File: src/rtl/instr_encoder.sv
// Field-level MIPS instruction encoder feeding a small FIFO.
// Each accepted request is assembled into a 32-bit word. The word is
// tagged with its program counter and queued for the instruction-memory
// loader. An illegal op still completes the handshake. It produces no word
// and sets a sticky error flag instead.
module instr_encoder #(
    parameter int          DEPTH   = 4,
    parameter logic [31:0] PC_BASE = 32'h0000_3000
) (
    input  logic                     clk,
    input  logic                     reset,
    input  logic                     clr,
    input  logic                     in_valid,
    output logic                     in_ready,
    input  logic [3:0]               in_op,
    input  logic [4:0]               in_rs,
    input  logic [4:0]               in_rt,
    input  logic [4:0]               in_rd,
    input  logic [15:0]              in_imm,
    input  logic [25:0]              in_tgt,
    output logic                     out_valid,
    input  logic                     out_ready,
    output logic [31:0]              out_instr,
    output logic [31:0]              out_pc,
    output logic [$clog2(DEPTH):0]   count,
    output logic                     err
);

    localparam int AW = $clog2(DEPTH);
    localparam int CW = AW + 1;
    localparam logic [CW-1:0] FULL = CW'(DEPTH);

    localparam logic [3:0] OP_NOP  = 4'd0;
    localparam logic [3:0] OP_ADDU = 4'd1;
    localparam logic [3:0] OP_SUBU = 4'd2;
    localparam logic [3:0] OP_ORI  = 4'd3;
    localparam logic [3:0] OP_LUI  = 4'd4;
    localparam logic [3:0] OP_LW   = 4'd5;
    localparam logic [3:0] OP_SW   = 4'd6;
    localparam logic [3:0] OP_BEQ  = 4'd7;
    localparam logic [3:0] OP_JAL  = 4'd8;
    localparam logic [3:0] OP_JR   = 4'd9;

    logic [31:0]   r_instr [DEPTH];
    logic [31:0]   r_pc    [DEPTH];
    logic [AW-1:0] r_wptr;
    logic [AW-1:0] r_rptr;
    logic [CW-1:0] r_count;
    logic [31:0]   r_next_pc;
    logic          r_err;

    logic [31:0]   w_word;
    logic          w_legal;
    logic          w_accept;
    logic          w_push;
    logic          w_pop;

    // Assemble the instruction word; fields an op does not use stay zero.
    always_comb begin
        w_word  = 32'h0000_0000;
        w_legal = 1'b1;
        case (in_op)
            OP_NOP:  w_word = 32'h0000_0000;
            OP_ADDU: w_word = {6'b000000, in_rs, in_rt, in_rd, 5'b00000, 6'b100001};
            OP_SUBU: w_word = {6'b000000, in_rs, in_rt, in_rd, 5'b00000, 6'b100011};
            OP_ORI:  w_word = {6'b001101, in_rs, in_rt, in_imm};
            OP_LUI:  w_word = {6'b001111, 5'b00000, in_rt, in_imm};
            OP_LW:   w_word = {6'b100011, in_rs, in_rt, in_imm};
            OP_SW:   w_word = {6'b101011, in_rs, in_rt, in_imm};
            OP_BEQ:  w_word = {6'b000100, in_rs, in_rt, in_imm};
            OP_JAL:  w_word = {6'b000011, in_tgt};
            OP_JR:   w_word = {6'b000000, in_rs, 15'b0, 6'b001000};
            default: w_legal = 1'b0;
        endcase
    end

    // A full FIFO can still take a request on the cycle its head leaves.
    assign w_pop    = out_valid && out_ready;
    assign in_ready = (r_count < FULL) || w_pop;
    assign w_accept = in_valid && in_ready;
    assign w_push   = w_accept && w_legal;

    assign out_valid = (r_count != '0);
    assign out_instr = r_instr[r_rptr];
    assign out_pc    = r_pc[r_rptr];
    assign count     = r_count;
    assign err       = r_err;

    // FIFO storage: write the tail on a legal accept; clr restores reset contents.
    always_ff @(posedge clk or negedge reset) begin
        if (!reset) begin
            for (int i = 0; i < DEPTH; i++) begin
                r_instr[i] <= 32'h0000_0000;
                r_pc[i]    <= PC_BASE;
            end
        end else if (clr) begin
            for (int i = 0; i < DEPTH; i++) begin
                r_instr[i] <= 32'h0000_0000;
                r_pc[i]    <= PC_BASE;
            end
        end else if (w_push) begin
            r_instr[r_wptr] <= w_word;
            r_pc[r_wptr]    <= r_next_pc;
        end
    end

    // Pointers and occupancy; a simultaneous push and pop leaves count unchanged.
    always_ff @(posedge clk or negedge reset) begin
        if (!reset) begin
            r_wptr  <= '0;
            r_rptr  <= '0;
            r_count <= '0;
        end else if (clr) begin
            r_wptr  <= '0;
            r_rptr  <= '0;
            r_count <= '0;
        end else begin
            if (w_push) r_wptr <= r_wptr + 1'b1;
            if (w_pop)  r_rptr <= r_rptr + 1'b1;
            case ({w_push, w_pop})
                2'b10:   r_count <= r_count + 1'b1;
                2'b01:   r_count <= r_count - 1'b1;
                default: r_count <= r_count;
            endcase
        end
    end

    // Next PC advances only on legal words; an illegal op latches the error flag.
    always_ff @(posedge clk or negedge reset) begin
        if (!reset) begin
            r_next_pc <= PC_BASE;
            r_err     <= 1'b0;
        end else if (clr) begin
            r_next_pc <= PC_BASE;
            r_err     <= 1'b0;
        end else if (w_accept) begin
            if (w_legal) r_next_pc <= r_next_pc + 32'd4;
            else         r_err     <= 1'b1;
        end
    end

endmodule

File: config.mk
export PLATFORM = sky130hd
export DESIGN_NAME = instr_encoder
export DESIGN_NICKNAME = d
export VERILOG_FILES = /design/src/rtl/instr_encoder.sv
export SDC_FILE = /design/constraint.sdc
export NUM_CORES = 1
export LEC_CHECK = 0
export BUFFER_PORTS_ARGS = -buffer_cell sky130_fd_sc_hd__buf_2
export CAP_MARGIN = 20
export CORE_ASPECT_RATIO = 0.9
export CORE_UTILIZATION = 53
export DETAILED_ROUTE_END_ITERATION = 7
export PLACE_DENSITY = 0.76
export SLEW_MARGIN = 10
export SYNTH_ARGS = -nofsm -noshare
export SYNTH_HDL_FRONTEND = slang
export SYNTH_SLANG_ARGS = --single-unit
File: constraint.sdc
create_clock -name clk -period 1.7 [get_ports clk]
set_input_delay 0.34 -clock clk [delete_from_list [all_inputs] [get_ports clk]]
set_output_delay 0.34 -clock clk [all_outputs]
set_load 0.05 [all_outputs]
==> out/metrics.cfg <==
[sta]
fmax_ghz=0.396
finalCriticalPeriod_ps=2520
worst_clock_skew_ps=20.3
fin_ws_ps=-823
timing.hold.ws_ps=185
finalMaxSlewViolations=0
tightest_slew_ps=876
rsz0062_at_grt=true
fin_tns_setup_ps=-97460
hold_viol_final=0
setup_viol=343
fin_crit_sh_pct=148
max_slew_margin_pct=41.2

[yosys]
synth_cells=1023
syn_nets=1095
yosysTopAreaCell=dfrtp_1
yosys_warnings=0
synth_cell_types=59
ys_seq_area_share_pct=55.3
synth-edff-count=0
synthArstFlopShare_pct=100
synth_top_area_share_pct=53.2
synthTopCellsByArea=dfrtp_1 (53%), a22o_1 (11%), mux4_2 (11%)
syn_area_per_cell_um2=12.7
ys.flop_type=dfrtp_1
synth_area_um2=13000
ys_seq_elements=286

[die]
design.core.area_um2=23700
die_h_um=150
die_w_um=167
rows=53
start_util_pct=54.8
io_pins=136
die-area_um2=25100

[detailed_routing]
drtPass1Iterations=5
post_drt_wl_per_cell_um=33.8
vias=12000
vias_per_cell=7.32
first_iter_violations=1569
wl_um=55500
drc=0
antenna_left=0

[pwr]
power.density_nw_per_um2=1010
ir_drop_v=0.000800
leakage_nw=9.12

[layout]
regArea_um2=7180
syn2layout_area_growth_pct=47.4
fillers=1076
multi_input_comb_area_um2=6250
final_net_count=1388
layout-drive-gt1-share_pct=49.9

[placed_design]
place_ws_ps=-213
post-dp-hpwl_um=22000
io_buffers=134
gp_congestion=0.855

[grt]
antenna_found_initial=2
grt_pass1_vias=11700
met2_usage_pct=59.9
grt_util_met3_pct=8.23
grt_max_degree=64
grt_pass1_wl_um=69100
busiest_layer=met2
grt_overflow_total=0
grtUsageMet1_pct=45.9
grt_use_total_pct=36.7

[critical_path]
end_kind=primary output
cp_data_required_time_ps=1360
path_class=reg -> out
cp.arrival_ps=2180
cp_max_fo=9
startpoint_type=flip-flop
r2r_slack_ps=-560

[clock_network]
cts-root-buf=clkbuf_16
clk_pin_slew_ps=70
cts_tree=built
cts_buffer_depth=3
htree_levels=1
clk_latency_ps=570
cts.sinks=286
numCtsBuffers=28

[min_path]
hold_path.class=in -> reg

[status]
violations=negative setup slack
status=finished with violations

[run]
drv_cap=0

-- cell type report --
cell class,instances,share of cell area (%)
clock buffers,43,4.38
repair buffers,365,22.6
multi-input cells,628,32.7
inverters,7,0.137
well taps,302,1.98
diodes,1,0.0131
clock inverters,9,0.648
flip-flops and latches,286,37.5
-- layer usage --
metal / wire [µm] / vias to the layer above
li1: - / 4409
met1: 18100 / 5997
met2: 25300 / 1185
met3: 7140 / 421
met4: 4950 / 2
met5: 13 / -
-- cell usage after synthesis (2+ instances only) --
master / count
mux4_2: 62
and3_1: 3
nand2b_1: 2
nand2_1: 109
nand4_1: 6
and4_1: 3
inv_1: 7
buf_6: 3
a22o_1: 168
ha_1: 5
o21ai_1: 3
nor2_1: 41
nor4_2: 11
a21o_1: 4
clkbuf_2: 3
nor2b_1: 2
o21ai_0: 69
buf_2: 50
xnor2_1: 26
o22a_1: 8
a221o_1: 2
a22oi_1: 18
dfrtp_1: 276
clkbuf_1: 21
nand4_2: 2
nor3b_1: 3
o22ai_1: 6
buf_4: 23
or3_1: 4
nor3_1: 9
xor2_1: 7
a21oi_1: 8
buf_1: 2
nand3_1: 12
and2_1: 9
dfstp_2: 10
a21oi_2: 4
-- layout by cell type (no fill, tap or decap), types with 22 or more instances in the layout --
master     instances
a22o_1           168
buf_12            54
buf_2             67
buf_4             93
buf_6            104
clkbuf_16         37
dfrtp_1          270
mux4_2            62
nand2_1           37
nand2_2           24
nand2_4           46
nor2_1            41
o21ai_1           22
o21ai_2           45
-- worst paths after layout --
| path | depth (start not counted) | end | startpoint |
|---|---|---|---|
| worst max-delay path | 4 | out_instr[14] | r_rptr[0] |
| worst min-delay path | 3 | r_instr[40] | in_imm[8] |
| worst max register to register | 9 | r_instr[35] | count[2] |
| worst min register to register | 1 | r_pc[80] | r_pc[80] |
| max in group asynchronous | 3 | r_pc[76] | reset |
| min in group asynchronous | 2 | r_instr[117] | reset |
-- metrics by stage --
stage          total power, W  util, %  cells  area, µm²
3_5_place_dp           0.0105     62.5   1473      14800
3_3_place_gp           0.0105     62.5   1473      14800
6_report               0.0193     80.8   1641      19100
2_1_floorplan         0.00931        -   1023      13100
5_1_grt                0.0197     80.8   1641      19100
4_1_cts                0.0183     75.0   1599      17700
-- logic make-up (layout without fill, tap and decap cells) --
group                      Yosys count  after routing  share of synthesized area [%]
xor gates and xnor gates            33             33                           2.23
buffers and inverters              109            424                           4.50
muxes                               63             63                           10.8
AOI/OAI and AO/OA                  298            298                           17.5
DFF                                286            286                           55.3
adders and majority gates            6              6                          0.637
other                                1              2                         0.0289
and+or+nand+nor                    227            227                           9.04
-- power breakdown --
group	internal, W	total (W)	leakage, nW	switching, W
Sequential	0.00694	0.00710	3.94	0.000162
Clock	0.00385	0.00673	0.476	0.00288
Combinational	0.00256	0.00551	4.70	0.00295
Total	0.0134	0.0193	9.12	0.00599
-- registers in the layout, summed over array words and instances, names as in the netlist --
name       cells
r_instr      124
err            1
r_wptr         2
count          3
r_pc         124
r_rptr         2
r_next_pc     30
-- critical path, cell delays in order, from the launching register on --
cell	delay, ps
dfrtp_4	500
buf_4	150
buf_12	150
mux4_2	620
buf_6	200
-- repair_timing --
item,CTS,global route
gates cloned,31,11
pin swaps,53,198
buffers inserted,44,53
hold buffers,1,0
hold endpoints to repair,30,0
resized for setup,226,331
endpoints found under the setup margin,315,349
No activity file was read; power rests on OpenSTA's default activity.
